File: config.mk
export PLATFORM = sky130hd
export DESIGN_NAME = depth_stream_packer
export DESIGN_NICKNAME = d
export VERILOG_FILES = /design/src/rtl/dfdd_pkg.sv /design/src/rtl/sync_stream_fifo.sv /design/src/rtl/depth_stream_packer.sv
export SDC_FILE = /design/constraint.sdc
export NUM_CORES = 1
export LEC_CHECK = 0
export BUFFER_PORTS_ARGS = -buffer_cell sky130_fd_sc_hd__buf_2
export CAP_MARGIN = 5
export CORE_MARGIN = 4
export CORE_UTILIZATION = 40
export CTS_BUF_LIST = sky130_fd_sc_hd__clkbuf_16
export DETAILED_ROUTE_END_ITERATION = 10
export SLEW_MARGIN = 25
export SYNTH_ARGS = -nofsm -noshare
export SYNTH_HDL_FRONTEND = slang
export SYNTH_SLANG_ARGS = --single-unit
export TNS_END_PERCENT = 100
File: constraint.sdc
create_clock -name clk_i -period 10.9 [get_ports clk_i]
set_input_delay 2.18 -clock clk_i [delete_from_list [all_inputs] [get_ports clk_i]]
set_output_delay 2.18 -clock clk_i [all_outputs]
set_load 0.1 [all_outputs]
File: src/rtl/dfdd_pkg.sv
// Shared types for the depth/confidence stream path: pixel record layout,
// the FP16 field width and the packer FSM state encoding.
package dfdd_pkg;

    localparam int FP16_W = 16;

    // Field order matches the FIFO word: {user, last, c, z}.
    typedef struct packed {
        logic              user;
        logic              last;
        logic [FP16_W-1:0] c;
        logic [FP16_W-1:0] z;
    } pixel_t;

    typedef enum logic {
        ST_WAIT_SOF = 1'b0,
        ST_STREAM   = 1'b1
    } pack_state_e;

endpackage

File: src/rtl/sync_stream_fifo.sv
// Single-clock stream FIFO with valid/ready output. Push into a full FIFO is
// refused unless a pop happens on the same edge; no push-to-pop bypass.
module sync_stream_fifo #(
    parameter int WIDTH = 34,
    parameter int DEPTH = 16
) (
    input  logic             clk_i,
    input  logic             rst_n_i,
    input  logic             push_i,
    input  logic [WIDTH-1:0] push_data_i,
    output logic             full_o,
    output logic             valid_o,
    input  logic             ready_i,
    output logic [WIDTH-1:0] data_o
);

    localparam int AW = $clog2(DEPTH);

    // Handshake: a word leaves on any rising edge where valid_o && ready_i;
    // data_o holds while valid_o && !ready_i.
    logic [WIDTH-1:0] mem_q [DEPTH];
    logic [AW:0]      wr_ptr_q, wr_ptr_d;
    logic [AW:0]      rd_ptr_q, rd_ptr_d;
    logic             pop;
    logic             wr_en;

    assign valid_o = (wr_ptr_q != rd_ptr_q);
    assign full_o  = (wr_ptr_q[AW] != rd_ptr_q[AW]) &&
                     (wr_ptr_q[AW-1:0] == rd_ptr_q[AW-1:0]);
    assign pop     = valid_o && ready_i;
    assign wr_en   = push_i && (!full_o || pop);
    assign data_o  = valid_o ? mem_q[rd_ptr_q[AW-1:0]] : '0;

    always_comb begin
        wr_ptr_d = wr_ptr_q;
        rd_ptr_d = rd_ptr_q;
        if (wr_en) begin
            wr_ptr_d = wr_ptr_q + 1'b1;
        end
        if (pop) begin
            rd_ptr_d = rd_ptr_q + 1'b1;
        end
    end

    always_ff @(posedge clk_i or negedge rst_n_i) begin
        if (!rst_n_i) begin
            wr_ptr_q <= '0;
            rd_ptr_q <= '0;
        end else begin
            wr_ptr_q <= wr_ptr_d;
            rd_ptr_q <= rd_ptr_d;
        end
    end

    // Storage needs no reset: data_o is masked whenever the FIFO is empty.
    always_ff @(posedge clk_i) begin
        if (wr_en) begin
            mem_q[wr_ptr_q[AW-1:0]] <= push_data_i;
        end
    end

endmodule

File: src/rtl/depth_stream_packer.sv
// Packs the per-pixel depth/confidence stream into a framed valid/ready
// stream, enforcing raster order and flagging sequence and overflow errors.
module depth_stream_packer
    import dfdd_pkg::*;
#(
    parameter int IMAGE_WIDTH  = 512,
    parameter int IMAGE_HEIGHT = 400,
    parameter int FP_WIDTH     = FP16_W,
    parameter int FIFO_DEPTH   = 16
) (
    input  logic                  clk_i,
    input  logic                  rst_n_i,
    input  logic [FP_WIDTH-1:0]   z_i,
    input  logic [FP_WIDTH-1:0]   c_i,
    input  logic [15:0]           col_i,
    input  logic [15:0]           row_i,
    input  logic                  valid_i,
    output logic [2*FP_WIDTH-1:0] m_data_o,
    output logic                  m_valid_o,
    input  logic                  m_ready_i,
    output logic                  m_user_o,
    output logic                  m_last_o,
    output logic                  frame_done_o,
    output logic                  overflow_o,
    output logic                  seq_err_o,
    output logic [15:0]           drop_count_o,
    output logic                  dbg_state_o
);

    localparam int          PIX_W    = 2 * FP_WIDTH + 2;
    localparam logic [15:0] LAST_COL = 16'(IMAGE_WIDTH - 1);
    localparam logic [15:0] LAST_ROW = 16'(IMAGE_HEIGHT - 1);

    pack_state_e       state_q, state_d;
    logic [15:0]       exp_col_q, exp_col_d;
    logic [15:0]       exp_row_q, exp_row_d;
    logic              push_q;
    logic [PIX_W-1:0]  push_data_q;
    logic              frame_done_q;
    logic              overflow_q;
    logic              seq_err_q;
    logic [15:0]       drop_count_q;

    logic              is_sof, is_exp, is_eol, is_eof;
    logic              accept, mismatch;
    logic              fifo_full, fifo_drop;
    logic [PIX_W-1:0]  fifo_rd_data;

    always_comb begin
        is_sof   = (col_i == 16'd0) && (row_i == 16'd0);
        is_exp   = (col_i == exp_col_q) && (row_i == exp_row_q);
        is_eol   = (col_i == LAST_COL);
        is_eof   = is_eol && (row_i == LAST_ROW);
        mismatch = valid_i && (state_q == ST_STREAM) && !is_exp;
        // A stray (0,0) mid-frame restarts the frame rather than being lost.
        accept   = valid_i && ((state_q == ST_WAIT_SOF) ? is_sof : (is_exp || is_sof));

        state_d   = state_q;
        exp_col_d = exp_col_q;
        exp_row_d = exp_row_q;
        if (accept) begin
            if (is_eof) begin
                state_d   = ST_WAIT_SOF;
                exp_col_d = '0;
                exp_row_d = '0;
            end else begin
                state_d = ST_STREAM;
                if (is_eol) begin
                    exp_col_d = '0;
                    exp_row_d = row_i + 16'd1;
                end else begin
                    exp_col_d = col_i + 16'd1;
                    exp_row_d = row_i;
                end
            end
        end else if (mismatch) begin
            state_d = ST_WAIT_SOF;
        end
    end

    // Dropped pixels still advance the FSM; only the FIFO write is lost.
    assign fifo_drop = push_q && fifo_full && !(m_valid_o && m_ready_i);

    always_ff @(posedge clk_i or negedge rst_n_i) begin
        if (!rst_n_i) begin
            state_q      <= ST_WAIT_SOF;
            exp_col_q    <= '0;
            exp_row_q    <= '0;
            push_q       <= 1'b0;
            push_data_q  <= '0;
            frame_done_q <= 1'b0;
            overflow_q   <= 1'b0;
            seq_err_q    <= 1'b0;
            drop_count_q <= '0;
        end else begin
            state_q      <= state_d;
            exp_col_q    <= exp_col_d;
            exp_row_q    <= exp_row_d;
            push_q       <= accept;
            frame_done_q <= accept && is_eof;
            if (accept) begin
                push_data_q <= {is_sof, is_eol, c_i, z_i};
            end
            if (mismatch) begin
                seq_err_q <= 1'b1;
            end
            if (fifo_drop) begin
                overflow_q <= 1'b1;
                if (drop_count_q != 16'hFFFF) begin
                    drop_count_q <= drop_count_q + 16'd1;
                end
            end
        end
    end

    sync_stream_fifo #(
        .WIDTH (PIX_W),
        .DEPTH (FIFO_DEPTH)
    ) u_fifo (
        .clk_i       (clk_i),
        .rst_n_i     (rst_n_i),
        .push_i      (push_q),
        .push_data_i (push_data_q),
        .full_o      (fifo_full),
        .valid_o     (m_valid_o),
        .ready_i     (m_ready_i),
        .data_o      (fifo_rd_data)
    );

    assign m_data_o     = fifo_rd_data[2*FP_WIDTH-1:0];
    assign m_last_o     = fifo_rd_data[PIX_W-2];
    assign m_user_o     = fifo_rd_data[PIX_W-1];
    assign frame_done_o = frame_done_q;
    assign overflow_o   = overflow_q;
    assign seq_err_o    = seq_err_q;
    assign drop_count_o = drop_count_q;
    assign dbg_state_o  = state_q;

endmodule

==> flow_metrics.tcl <==
set metrics [dict create \
    swShare 0.249 \
    rows 93 \
    synthCells 1270 \
    final_nets 1504 \
    synth_top_area_share 0.626 \
    synth_top_flop_cell "edfxtp_1" \
    seq_area_frac_synth 0.719 \
    cts.path.max_buffers 3 \
    grt_max_degree 102 \
    maxCapViolations 0 \
    postCtsSetupBuffers 0 \
    drc 0 \
    min-delay-start "seq_err_o" \
    status "complete, no violations" \
    yosysUniqueCellTypes 54 \
    syn-num-nets 1348 \
    core_area_um2 64500 \
    power_density_nw_per_um2 187 \
    worst_slew_pin_slew_ns 0.979 \
    max-slew-margin-rel 0.348 \
    wl_per_cell_um 25.1 \
    p_clk_frac 0.396 \
    fin_crit_sh 0.563 \
    worstPathMaxFanout 101 \
    antenna_found_initial 3 \
    cts_tree "done" \
    fin_hold_ws_ns 0.478 \
    vias 12651 \
    numCtsBuffers 70 \
    ys_ff_latch 641 \
    synthToLayoutAreaGrowth_pct 14.8 \
    rsz0062_at_grt "false" \
    crit_path_start "u_fifo.rd_ptr_q[0]" \
    grt_pass1_vias 13562 \
    intPower_uw 4200 \
    syn_area_um2 26100 \
    setup_viol 0 \
    end_kind "primary output" \
    r2r_start "u_fifo.rd_ptr_q[3]" \
    gr-usage-met2 0.270 \
    async_flop_share 0.151 \
    drive_gt1_frac 0.345 \
    use_met1 0.243 \
    period_needed_ns 6.13 \
    wl_um 58600 \
    postCtsResizedCells 0 \
    ys.warnings.count 0 \
    gr-usage-all-layers 0.169 \
    path_clk_slew_ns 0.06 \
    syn-mean-instance-area_um2 20.6 \
    firstDrtPassIters 5 \
    switchingPower_uw 1390 \
    hold_viol_final 0 \
    combPwrFrac 0.117 \
    ys_top_cells_by_count "544 x edfxtp_1, 170 x mux4_2, 97 x dfrtp_1" \
    regToRegSetupSlack_ns 6.43 \
    port_buffers 122 \
    p_leak_uw 0.0121 \
    setup_tns_ns 0 \
    initial_utilization 0.405 \
    synth_edf_count 544 \
    cts_max_level 3 \
    required_ns 8.72 \
    ir_drop_v 0.000126 \
    cts-root-buf "clkbuf_16" \
    post-synth-top-count-cell "edfxtp_1" \
    timing_max_transition_violations_final 0 \
    grt_pass1_wl_um 88300 \
    top_usage_layer "met2" \
    place_congestion 0.772 \
    crit_type "flop to primary output" \
    die_h_um 263 \
    drt_iter0_markers 1096 \
    ant_nets 0 \
    hpwl_um 31400 \
    dieWidth_um 263 \
    hold_class "flop to flop" \
    yosys-top-cells-area "edfxtp_1 63%, mux4_2 15%, dfrtp_1 9.3%" \
    cts_sinks 641 \
    finClkSkew_ns 0.0239 \
    vias_per_cell 5.42 \
    synth_top_area_cell "edfxtp_1" \
    grtUsageMet3 0.0338 \
    die_area_um2 69400 \
    post_cts_hold_buffer_count 0 \
    overflow 0 \
    critPathLaunchType "flop" \
    arrival_ns 3.95 \
    seqPwrFrac 0.487 \
    max_freq_ghz 0.163 \
    num_io_pins 123 \
    insertion_delay_ns 0.60 \
]
cell usage in the layout (no fill, tap or decap), types with 12 or more instances in the layout:
master and n:
xor2_1 54, nand2_1 37, nor2b_1 35, nor4_1 12
mux4_2 170, edfxtp_1 544, clkbuf_16 70, nand3_1 20
xnor2_1 27, buf_2 121, mux2_4 49, buf_4 27
nor2_1 21, nand4_1 17, clkinv_1 17, dfrtp_1 93
inv_1 27
per-layer routing:
metal  part of all wire  vias to the layer above
met5            0.00022                        -
met4              0.017                        2
met3              0.057                       84
met2               0.49                      358
met1               0.44                     6753
li1                   -                     5454
logic make-up after synthesis:
family                     count (synthesis)  synth area share
xor gates and xnor gates                  82            0.0278
DFF                                      641             0.719
buffers and inverters                     80            0.0148
muxes                                    237             0.183
adders and majority gates                 10           0.00479
AOI/OAI and AO/OA                         22           0.00676
and+or+nand+nor                          198            0.0443
through the flow:
| step | power [uW] | cells | area, um2 | util | setup WS [ns] |
|---|---|---|---|---|---|
| after floorplan | 3260 | 1270 | 26100 | - | 4.35 |
| after global placement | 3450 | 2208 | 27800 | 0.431 | 5.26 |
| after detailed placement | 3460 | 2208 | 27800 | 0.431 | 5.25 |
| after CTS | 5670 | 2333 | 29900 | 0.464 | 4.61 |
| after global routing | 5820 | 2334 | 30000 | 0.465 | 4.47 |
| final | 5590 | 2335 | 30000 | 0.465 | 4.77 |
critical path, cell delays in order, from the launching register on:
cell and delay [ns]:
dfrtp_4 0.97, buf_12 0.72, mux4_2 0.60, mux4_2 0.51, nor2b_1 0.17, buf_2 0.32
flip-flops by register name (all words and copies together) (netlist names):
register	count
u_fifo.rd_ptr_q	5
u_fifo.mem_q	544
seq_err_o	1
drop_count_o	16
push_q	1
overflow_o	1
u_fifo.wr_ptr_q	5
exp_col_q	16
exp_row_q	16
frame_done_o	1
dbg_state_o	1
push_data_q	34
cell type report:
| cell class | instances | area, um2 |
|---|---|---|
| multi-input cells | 549 | 7050 |
| inverters | 13 | 48.8 |
| fillers | 5439 | 34500 |
| well taps | 855 | 1070 |
| flip-flops and latches | 641 | 18800 |
| clock buffers | 70 | 1750 |
| clock inverters | 55 | 389 |
| repair buffers | 151 | 867 |
| diodes | 1 | 2.50 |
power by group through the flow:
stage          combinational [uW]  sequential (uW)  clock, uW
2_1_floorplan                 568             2700          0
3_3_place_gp                  676             2780          0
3_5_place_dp                  679             2780          0
4_1_cts                       679             2730       2270
5_1_grt                       710             2730       2380
6_report                      656             2720       2210
path summary, 6_finish.rpt:
| kind | to | cells after the start |
|---|---|---|
| setup / recovery | m_data_o[2] | 5 |
| min in group asynchronous | push_data_q[24] | 1 |
| hold / removal | seq_err_o | 1 |
| setup reg to reg | u_fifo.mem_q[15][28] | 7 |
| max in group asynchronous | drop_count_o[9] | 3 |
| hold reg to reg | seq_err_o | 1 |
No activity file was read; power rests on OpenSTA's default activity.
